File: src/rtl/sca_capture_trigger_pkg.sv
// Shared types and constants for the SCA capture trigger conditioner.
// Optional MaxPulse timeout is enabled by defining SCA_CAPTURE_TIMEOUT_EN.
package sca_capture_trigger_pkg;

  typedef enum logic [2:0] {
    IDLE,
    ARMED,
    DELAY,
    ACTIVE,
    HOLDOFF
  } sca_trig_state_e;

  localparam int unsigned DEF_CNT_W          = 16;
  localparam int unsigned DEF_DELAY_CYCLES   = 2;
  localparam int unsigned DEF_MIN_PULSE      = 4;
  localparam int unsigned DEF_HOLDOFF_CYCLES = 8;
  localparam int unsigned DEF_MAX_PULSE      = 1024;

  // A down-counter loaded with N-1 reaches zero after exactly N cycles.
  function automatic int unsigned cnt_load_value(input int unsigned cycles);
    return (cycles == 0) ? 0 : cycles - 1;
  endfunction

endpackage

File: src/rtl/sca_capture_cnt.sv
// Loadable down-counter with zero flag, shared by the DELAY and HOLDOFF phases.
module sca_capture_cnt #(
  parameter int unsigned CntW = 16
) (
  input  logic            clk_i,
  input  logic            rst_i,
  input  logic            load,
  input  logic [CntW-1:0] load_val,
  input  logic            dec,
  output logic            zero
);

  logic [CntW-1:0] count_reg;

  always_ff @(posedge clk_i or posedge rst_i) begin
    if (rst_i) begin
      count_reg <= '0;
    end else if (load) begin
      count_reg <= load_val;
    end else if (dec && (count_reg != '0)) begin
      count_reg <= count_reg - 1'b1;
    end
  end

  assign zero = (count_reg == '0);

endmodule

File: src/rtl/sca_capture_trigger.sv
// Conditions the software capture trigger into a delayed, width-limited pulse.
// Define SCA_CAPTURE_TIMEOUT_EN to end pulses after MaxPulse cycles.
module sca_capture_trigger
  import sca_capture_trigger_pkg::*;
#(
  parameter int unsigned CntW          = DEF_CNT_W,
  parameter int unsigned DelayCycles   = DEF_DELAY_CYCLES,
  parameter int unsigned MinPulse      = DEF_MIN_PULSE,
  parameter int unsigned HoldoffCycles = DEF_HOLDOFF_CYCLES,
  parameter int unsigned MaxPulse      = DEF_MAX_PULSE
) (
  input  logic            clk_i,
  input  logic            rst_i,
  input  logic            sw_trig_i,
  input  logic            aes_idle_i,
  output logic            trig_o,
  output logic            armed_o,
  output logic [CntW-1:0] busy_cycles_o,
  output logic [CntW-1:0] capture_cnt_o,
  output logic            timeout_o
);

`ifdef SCA_CAPTURE_TIMEOUT_EN
  localparam bit TIMEOUT_EN = 1'b1;
`else
  localparam bit TIMEOUT_EN = 1'b0;
`endif

  localparam logic [CntW-1:0] DELAY_LOAD   = CntW'(cnt_load_value(DelayCycles));
  localparam logic [CntW-1:0] HOLDOFF_LOAD = CntW'(cnt_load_value(HoldoffCycles));
  localparam logic [CntW-1:0] MIN_PULSE_C  = CntW'(MinPulse);
  localparam logic [CntW-1:0] MAX_PULSE_C  = CntW'(MaxPulse);

  sca_trig_state_e state_reg, state_next;
  logic            sw_trig_q;
  logic            sw_rise;
  logic            trig_reg;
  logic [CntW-1:0] pulse_cnt_reg;
  logic [CntW-1:0] busy_cycles_reg;
  logic [CntW-1:0] capture_cnt_reg;
  logic            cnt_load;
  logic [CntW-1:0] cnt_load_val;
  logic            cnt_dec;
  logic            cnt_zero;
  logic            exit_normal;
  logic            exit_timeout;
  logic            enter_active;
  logic            leave_active;

  assign sw_rise = sw_trig_i & ~sw_trig_q;

  sca_capture_cnt #(
    .CntW(CntW)
  ) u_cnt (
    .clk_i    (clk_i),
    .rst_i    (rst_i),
    .load     (cnt_load),
    .load_val (cnt_load_val),
    .dec      (cnt_dec),
    .zero     (cnt_zero)
  );

  always_comb begin
    state_next   = state_reg;
    cnt_load     = 1'b0;
    cnt_load_val = '0;
    cnt_dec      = 1'b0;
    exit_normal  = aes_idle_i && (pulse_cnt_reg >= MIN_PULSE_C);
    exit_timeout = TIMEOUT_EN && (pulse_cnt_reg >= MAX_PULSE_C);
    case (state_reg)
      IDLE: begin
        if (sw_rise) state_next = ARMED;
      end
      ARMED: begin
        // Dropping the request wins over AES becoming busy in the same cycle.
        if (!sw_trig_i) begin
          state_next = IDLE;
        end else if (!aes_idle_i) begin
          if (DelayCycles == 0) begin
            state_next = ACTIVE;
          end else begin
            state_next   = DELAY;
            cnt_load     = 1'b1;
            cnt_load_val = DELAY_LOAD;
          end
        end
      end
      DELAY: begin
        if (!sw_trig_i) begin
          state_next = IDLE;
        end else if (cnt_zero) begin
          state_next = ACTIVE;
        end else begin
          cnt_dec = 1'b1;
        end
      end
      ACTIVE: begin
        if (exit_normal || exit_timeout) begin
          state_next   = HOLDOFF;
          cnt_load     = 1'b1;
          cnt_load_val = HOLDOFF_LOAD;
        end
      end
      HOLDOFF: begin
        if (cnt_zero) begin
          state_next = IDLE;
        end else begin
          cnt_dec = 1'b1;
        end
      end
      default: state_next = IDLE;
    endcase
  end

  assign enter_active = (state_next == ACTIVE) && (state_reg != ACTIVE);
  assign leave_active = (state_reg == ACTIVE) && (state_next != ACTIVE);

  always_ff @(posedge clk_i or posedge rst_i) begin
    if (rst_i) begin
      state_reg       <= IDLE;
      sw_trig_q       <= 1'b0;
      trig_reg        <= 1'b0;
      pulse_cnt_reg   <= '0;
      busy_cycles_reg <= '0;
      capture_cnt_reg <= '0;
    end else begin
      state_reg <= state_next;
      sw_trig_q <= sw_trig_i;
      // Registered so trig_o mirrors the ACTIVE state without a decode glitch.
      trig_reg  <= (state_next == ACTIVE);
      if (enter_active) begin
        pulse_cnt_reg   <= CntW'(1);
        capture_cnt_reg <= capture_cnt_reg + 1'b1;
      end else if ((state_next == ACTIVE) && (pulse_cnt_reg != '1)) begin
        pulse_cnt_reg <= pulse_cnt_reg + 1'b1;
      end
      if (leave_active) busy_cycles_reg <= pulse_cnt_reg;
    end
  end

`ifdef SCA_CAPTURE_TIMEOUT_EN
  logic timeout_reg;

  // A simultaneous normal exit counts as normal and clears the flag.
  always_ff @(posedge clk_i or posedge rst_i) begin
    if (rst_i) begin
      timeout_reg <= 1'b0;
    end else if (leave_active) begin
      timeout_reg <= ~exit_normal;
    end
  end

  assign timeout_o = timeout_reg;
`else
  assign timeout_o = 1'b0;
`endif

  assign trig_o        = trig_reg;
  assign armed_o       = (state_reg == ARMED) || (state_reg == DELAY);
  assign busy_cycles_o = busy_cycles_reg;
  assign capture_cnt_o = capture_cnt_reg;

endmodule

File: config.mk
export PLATFORM = sky130hd
export DESIGN_NAME = sca_capture_trigger
export DESIGN_NICKNAME = d
export VERILOG_FILES = /design/src/rtl/sca_capture_trigger_pkg.sv /design/src/rtl/sca_capture_cnt.sv /design/src/rtl/sca_capture_trigger.sv
export SDC_FILE = /design/constraint.sdc
export NUM_CORES = 1
export LEC_CHECK = 0
export CORE_MARGIN = 3
export CORE_UTILIZATION = 58
export CTS_CLUSTER_SIZE = 14
export DETAILED_ROUTE_END_ITERATION = 12
export PLACE_DENSITY_LB_ADDON = 0.2
export SYNTH_ARGS = -nofsm -noshare
export SYNTH_HDL_FRONTEND = slang
export SYNTH_SLANG_ARGS = --single-unit
File: constraint.sdc
create_clock -name clk_i -period 4.95 [get_ports clk_i]
set_input_delay 0.495 -clock clk_i [delete_from_list [all_inputs] [get_ports clk_i]]
set_output_delay 0.495 -clock clk_i [all_outputs]
set_load 0.01 [all_outputs]
# Word-level counts from Yosys, hierarchy flattened
# Cells that the tools add are included.
[totals]
reg_bits = 69
in_bits = 4
out_inout_bits = 35
word_cells = 55
[classes]
n_addsub = 3
n_reduce_logical = 11
eq_ne = 8
bitwise_logic = 2
muxes = 23
magnitude_cmp = 1
[ops]
columns = ["op", "count"]
rows = [
  ["2-to-1 mux 16 bit", 4],
  ["adder 16 x 1 -> 16 bit (second input constant)", 2],
  ["2-to-1 mux 3 bit", 8],
  [">= comparator 16 x 3 -> 1 bit (second input constant)", 1],
  ["zero test 16 bit", 1],
  ["!= test 16 bit (second input constant)", 1],
  ["nonzero test 16 bit", 1],
  ["subtractor 16 x 1 -> 16 bit (second input constant)", 1],
  ["one-hot mux 3 bit (5 select lines)", 1],
  ["== test 3 x 2 -> 1 bit (second input constant)", 3],
  ["2-to-1 mux 1 bit", 7],
  ["!= test 3 x 2 -> 1 bit (second input constant)", 2],
  ["one-hot mux 3 bit (2 select lines)", 1],
  ["logical AND 1 bit", 5],
  ["one-hot mux 1 bit (2 select lines)", 2],
  ["nonzero test 2 bit", 2],
  ["== test 3 x 1 -> 1 bit (second input constant)", 1],
  ["== test 3 bit (second input constant)", 1],
  ["zero test 3 bit", 1],
  ["AND 1 bit", 1],
  ["logical OR 1 bit", 1],
  ["inverter 1 bit", 1],
]

# Longest topological paths before layout
# Gate-level depths: netlist of the first run.
[logic_depth]
depth_word = 8
mapped_depth = 9
depth_no_buf = 7

# Modules after synthesis
# Synthesis of the first run repeated with hierarchy kept, for this count alone.
[hier_totals]
cells_unflattened = 373
area_unflattened_um2 = 3699.8
[by_module_without_submodules]
columns = ["module", "instances", "area_per_inst_um2", "seq_area_each_um2", "cells_per_inst"]
rows = [
  ["sca_capture_trigger", 1, 2642.5, 1326.3, 250],
  ["sca_capture_cnt", 1, 1057.3, 400.4, 123],
]

# Least setup slack after synthesis of the first run
# OpenSTA, ideal clock, no wires.
[synth_timing]
kind = "reg-to-reg"
startpoint = "reg u_cnt.count_reg[0]"
endpoint = "reg capture_cnt_reg[15] (netlist: capture_cnt_o[15])"
n_path_buf = 1
path_slack_ns = 2.263
required_ns = 4.871
stages_incl_launch_ff = 9
setup_ns = 0.079
t_arrival_ns = 2.608
synth_period_minus_slack_ns = 2.687
path_cell_list = "dfrtp_1 inv_1 ha_1 or4b_4 or4_1 clkbuf_2 or4_4 nor4_4 xor2_1"
[synth_via]
elab_chain_len = 6
word_cells_on_any_way = 7
classes_between = "1 x eq/ne; 4 x mux; 2 x reduce/logical"
[synth_lines]
columns = ["item", "line_no", "rtl"]
rows = [
  ["start, declared", "sca_capture_cnt.sv:13", "logic [CntW-1:0] count_reg;"],
  ["start signal, assigned", "sca_capture_cnt.sv:19", "count_reg <= load_val;"],
  ["start signal, assigned", "sca_capture_cnt.sv:21", "count_reg <= count_reg - 1'b1;"],
  ["zero test 16 bit (*)", "sca_capture_cnt.sv:25", "assign zero = (count_reg == '0);"],
  ["2-to-1 mux 3 bit", "sca_capture_trigger.sv:91", "end else if (cnt_zero) begin"],
  ["2-to-1 mux 3 bit", "sca_capture_trigger.sv:89", "if (!sw_trig_i) begin"],
  ["one-hot mux 3 bit (5 select lines) (*)", "sca_capture_trigger.sv:70", "case (state_reg)"],
  ["== test 3 x 2 -> 1 bit (*)", "sca_capture_trigger.sv:115", "assign enter_active = (state_next == ACTIVE) && (state_reg != ACTIVE);"],
  ["logical AND 1 bit (*)", "sca_capture_trigger.sv:115", ""],
  ["end signal, assigned", "sca_capture_trigger.sv:133", "capture_cnt_reg <= capture_cnt_reg + 1'b1;"],
  ["end, declared", "sca_capture_trigger.sv:40", "logic [CntW-1:0] capture_cnt_reg;"],
]
# Every way passes the cells marked *; elsewhere a longest branch is shown, timed or not.
# A chain may end at the register's enable or synchronous reset.

# Worst setup path in the final report of the first run
[layout_timing]
startpoint = "reg u_cnt.count_reg[0]"
endpoint = "reg u_cnt.count_reg[0]"
[layout_via]
elab_chain_len = 6
word_cells_on_any_way = 10
classes_between = "1 x add/sub; 5 x mux; 4 x reduce/logical"
[layout_lines]
columns = ["item"]
rows = [
  ["branches (longest 6 deep; another with subtractor 16 x 1 -> 16 bit)"],
]
# Parallel ways; which one is timed is not known. The select of a mux whose other input is x is not followed.

==> results of run 1 <==
==> worst reg2reg max path: stages (launching register included) <==
cell	delay, ns
dfrtp_1	0.39
inv_1	0.09
ha_1	0.18
or4b_4	0.47
or4_1	0.61
o21ai_1	0.81
xnor2_1	0.21
nand3_1	0.10
==> cells by family (layout without fill, tap and decap cells) <==
kind of cell,count (synthesis),after routing,share of synthesized area
AND/OR/NAND/NOR,132,132,0.229
flip-flops,69,69,0.507
AO/OA/AOI/OAI,48,48,0.0899
buffers and inverters,28,67,0.0330
XOR/XNOR,25,25,0.0642
multiplexers,19,19,0.0609
adder cells (fa/ha/maj),4,4,0.0147
other,1,1,0.00110
==> cells in the final DEF (no fill, tap or decap), types with 2 or more instances in the layout <==
cell type / instances
or4_1: 11
ha_1: 4
nand2_1: 25
nand2b_1: 6
xor2_1: 11
buf_4: 2
a2111oi_0: 2
dfrtp_1: 69
and3_1: 2
o41ai_1: 2
inv_1: 11
o21ai_0: 10
mux2_2: 14
clkbuf_8: 10
nand3b_1: 2
mux2i_1: 5
o31ai_1: 6
clkdlybuf4s50_1: 37
or4_4: 2
nor3_1: 12
o211ai_1: 4
nand3_1: 12
bufinv_16: 4
nand4_1: 6
or3_1: 13
nor2_1: 18
a41oi_1: 2
xnor2_1: 14
nor4_1: 6
or4b_1: 2
and4_1: 4
a21oi_1: 15
and2_1: 2
==> final cells by class <==
type / count / area [sq um]
Sequential cell: 69 / 1730
Multi-Input combinational cell: 229 / 1570
Fill cell: 400 / 1520
Timing Repair Buffer: 39 / 385
Clock buffer: 10 / 138
Clock inverter: 6 / 134
Tap cell: 72 / 90.1
Inverter: 12 / 45.0
==> metal layers <==
metal,vias up,GRT usage,part of all wire
met5,-,0,0
met4,0,0.124,0.020
met3,12,0.0488,0.056
met2,91,0.373,0.46
met1,1296,0.311,0.46
li1,1258,-,-
==> how the worst max path moves through the flow <==
stage                       start  slack, ns             endpoint
2_1_floorplan  u_cnt.count_reg[0]       2.26    capture_cnt_o[15]
3_3_place_gp           aes_idle_i       1.99  u_cnt.count_reg[13]
3_5_place_dp           aes_idle_i       1.88   u_cnt.count_reg[8]
4_1_cts        u_cnt.count_reg[0]       1.92   u_cnt.count_reg[0]
5_1_grt        u_cnt.count_reg[0]       1.58   u_cnt.count_reg[4]
6_report       u_cnt.count_reg[0]       1.91   u_cnt.count_reg[0]
==> power groups by stage <==
stage                     clock network [mW]  registers (mW)  logic [mW]
after floorplan                            0           0.584      0.0179
after global placement                     0           0.586      0.0240
after detailed placement                   0           0.587      0.0246
after CTS                              0.620           0.576      0.0246
after global routing                   0.642           0.577      0.0276
final                                  0.611           0.576      0.0238
==> stage by stage <==
step                hold WS (ns)  setup slack [ns]   util
CTS                        0.470              1.92  0.729
floorplan                  0.486              2.26      -
global placement           0.454              1.99  0.681
detailed placement         0.456              1.88  0.681
global route               0.488              1.58  0.729
finish                     0.470              1.91  0.729
==> flow_summary.toml, run 1 <==
[pwr]
p_per_area_mw_per_mm2 = 296
p_seq_frac = 0.476
peakVddDrop_mv = 0.188
p_total_mw = 1.21
combPwrFrac = 0.020
intPower_uw = 975
switching_share = 0.195
p_sw_uw = 236
clkPwrFrac = 0.505
cellLeakagePower_nw = 1.75

[final_layout]
area_growth_pct = 19.9
fin_cells = 437
diodes = 0
fin_area_sq_mm = 0.00409
layout.nets = 368
drive_above_1_share = 0.112

[worst_setup_path]
critPathMaxStageDelay_ns = 0.81
path_max_fanout = 17
critical_path_depth = 7
endpoint_kind = "flip-flop"
setup.worst_path.start_class = "flip-flop"
crit_buf_inv = 1
cp_cell_sequence = "inv_1, ha_1, or4b_4, or4_1, o21ai_1, xnor2_1, nand3_1"
worstPathArrival_ns = 3.21
path_delay_family = "simple AND/OR/NAND/NOR gates"
r2r_slack_ns = 1.91
cp.required_ns = 5.12
reg2reg_depth = 7
r2r_start = "u_cnt.count_reg[0]"
cpMaxStageDelayCell = "o21ai_1"
path_class = "flip-flop to flip-flop"
r2r-end = "u_cnt.count_reg[0]"

[grt]
grtUsageTotal = 0.238
antenna_found_initial = 0
grt-ovfl-total = 0
grt_max_degree = 70
grt_pass1_wl_microns = 12200
grt_pass1_vias = 2626

[sta]
fmax_mhz = 329
fin_crit_ns = 3.04
finClkSkew_ns = 0.00679
rsz0062_at_grt = "false"
setup_viol = 0
tns_ns = 0
period_share = 0.613
worst_pin_slew_ns = 0.969
hold_viol = 0
drv_slew = 0
max-slew-margin-rel = 0.350

[clock_network]
numCtsBuffers = 9
cts_buffer_depth = 2
cts.repair.resized = 0
post-cts-setup-buffer-count = 0
cts_sinks = 69
clk_latency_ns = 0.34
postCtsHoldBufs = 0
htree_levels = 3
cts_root_buffer = "clkbuf_8"
cts_tree = "yes"
clk_pin_slew_ns = 0.07

[yosys]
postSynthCellCount = 326
syn-num-nets = 334
synth.most_common_cell = "dfrtp_1"
synthFlopType = "dfrtp_1"
ys_top_cells_by_count = "dfrtp_1, nand2_1, nor2_1, a21oi_1"
ys_seq_area_frac = 0.507
synth_top_area_cell = "dfrtp_1"
synth_top_area_frac = 0.507
syn_area_sq_mm = 0.00341
synth_edf_count = 0
ys_seq_elements = 69
syn_area_per_cell_sq_um = 10.5
ys.warnings.count = 0
synth.area.top_cells = "dfrtp_1, mux2_2, xnor2_1"
synth_async_sr_flop_share = 1.00
synth_cell_types = 50

[placement]
dp_hpwl_microns = 4880
gp_congestion = 0.930
place_area_sq_mm = 0.00382
io_buffers = 37
dp.cells = 421

[worst_hold_path]
hold_class = "flip-flop to flip-flop"
whs_endpoint = "capture_cnt_o[15]"
min_from = "capture_cnt_o[15]"
hold_path_depth = 1

[floorplan]
die_w_microns = 82.7
start_util = 0.608
core_region_area_sq_mm = 0.00561
fp.dieArea_sq_mm = 0.00683
ios = 39
die_h_microns = 82.7
rows = 27

[detailed_routing]
drt_wl_total_microns = 7200
detail-route-antenna-nets = 0
vias = 2657
wl_per_cell_microns = 16.5
routed_via_density = 6.08
drtPass1Iterations = 4
drc = 0
drtIter0Drc = 178

[run_status]
status = "finished clean"

[run]
cap_violations = 0
Note: power is estimated with default switching activity, not from simulation.
==> run 2, diff against run 1 <==
Settings changed: CORE_UTILIZATION 58 to 50.
Clock period 4.95 ns to 2.4 ns, I/O delays scaled along.
==> run 2 against run 1 <==
  * The flow now finishes with violations (setup timing)
  * Power up 80%
  * Cell count up 12%
  * Sequential share of layout area down 5.1 points
  * Non-clock buffer count up 48
  * Highest routed layer unchanged
==> flow_summary.toml, run 2 (synthesized netlist as in run 1, its figures left out) <==
[worst_setup_path]
worstPathArrival_ns = 2.77
endpoint_kind = "flip-flop"
path_max_fanout = 7
cp.required_ns = 2.68
path_class = "flip-flop to flip-flop"
setup.worst_path.start_class = "flip-flop"

[detailed_routing]
wl_per_cell_microns = 17.5
drt_wl_total_microns = 8560
drc = 0
drtPass1Iterations = 5
vias = 2884
routed_via_density = 5.89
detail-route-antenna-nets = 0
drtIter0Drc = 239

[clock_network]
numCtsBuffers = 9
htree_levels = 3
clk_latency_ns = 0.34
cts_root_buffer = "clkbuf_8"
cts_sinks = 69
clk_pin_slew_ns = 0.08
cts_tree = "yes"
cts_buffer_depth = 2
postCtsHoldBufs = 0

[grt]
grt_pass1_wl_microns = 13000
grt.met2_usage = 0.326
antenna_found_initial = 0
grtUsageTotal = 0.216
grtUsageMet3 = 0.0317
grt_use_met1 = 0.314
grt-ovfl-total = 0
gr-max-usage-layer = "met2"
grt_max_degree = 70
grt_pass1_vias = 2654

[sta]
setup_viol = 10
fmax_mhz = 401
drv_slew = 0
finClkSkew_ns = 0.0139
rsz0062_at_grt = "true"
fin_crit_ns = 2.49
worst_pin_slew_ns = 0.589
period_share = 1.04
max-slew-margin-rel = 0.606
finalWorstSetupSlack_ns = -0.0923
hold_viol = 0

[worst_hold_path]
hold_class = "input pin to asynchronous set/reset pin"

[run_status]
status = "finished with violations"
failed_checks = "setup timing"

[floorplan]
rows = 29
start_util = 0.525
ios = 39
fp.dieArea_sq_mm = 0.00784
die_w_microns = 88.6
core_region_area_sq_mm = 0.00649
die_h_microns = 88.6

[final_layout]
drive_above_1_share = 0.295
fin_area_sq_mm = 0.00465
final_common_cell = "dfrtp_1"
layout.nets = 417
fillCellCount = 446
diodes = 0
final_core_util = 0.716
area_growth_pct = 36.4
mostFrequentLayoutCells = "dfrtp_1, buf_4, clkdlybuf4s50_1"

[pwr]
p_total_mw = 2.18
cellLeakagePower_nw = 2.10
p_per_area_mw_per_mm2 = 468
peakVddDrop_mv = 0.299

[placement]
place_ws_ns = -0.203
io_buffers = 37
place_area_sq_mm = 0.00418
dp_hpwl_microns = 5410
gp_congestion = 0.818

[run]
cap_violations = 0
[run 2: stage by stage]
step                      hold WS (ns)  std cells  TNS, ns
after floorplan                  0.271        326   -0.238
after global placement           0.455        466   -0.642
after detailed placement         0.471        466    -1.41
after CTS                        0.303        483  -0.0664
after global routing             0.322        490    -1.79
final                            0.275        490   -0.553
[run 2: where the power goes]
part           internal [mW]  switching, mW
Combinational         0.0259         0.0448
Clock                  0.474          0.452
Sequential              1.17        0.00802
Total                   1.67          0.505
[run 2: what timing repair did]
action                     CTS  global route
resized for setup           12            31
setup endpoints to repair   20            34
gates cloned                 0             2
pin swaps                    4            15
buffers inserted             2             5
[run 2: worst paths after layout]
check	startpoint	to	slack, ns	cells past startpoint
max	u_cnt.count_reg[6]	capture_cnt_o[11]	-0.09	5
min	rst_i	busy_cycles_o[7]	0.28	3
max reg2reg	u_cnt.count_reg[6]	capture_cnt_o[11]	-0.09	5
min reg2reg	capture_cnt_o[15]	capture_cnt_o[15]	0.48	1
max in group asynchronous	rst_i	pulse_cnt_reg[14]	1.81	3
min in group clk_i	capture_cnt_o[15]	capture_cnt_o[15]	0.48	1
[run 2: routing by layer]
metal | part of all wire | vias to the layer above
li1 | - | 1354
met1 | 0.46 | 1415
met2 | 0.48 | 102
met3 | 0.044 | 13
met4 | 0.016 | 0
met5 | 0 | -
[run 2: cell type report]
| type | instances | area [sq um] | area share |
|---|---|---|---|
| Clock buffer | 9 | 124 | 0.0266 |
| Clock inverter | 6 | 65.1 | 0.0140 |
| Inverter | 12 | 45.0 | 0.00969 |
| Multi-Input combinational cell | 230 | 1820 | 0.392 |
| Sequential cell | 69 | 1730 | 0.371 |
| Tap cell | 77 | 96.3 | 0.0207 |
| Timing Repair Buffer | 87 | 767 | 0.165 |
[run 2: critical path, cell delays in order (launching register included)]
cell,delay [ns]
dfrtp_1,0.40
or4_4,0.57
or3_4,0.37
or4_4,0.64
nor4b_2,0.28
xor2_1,0.16
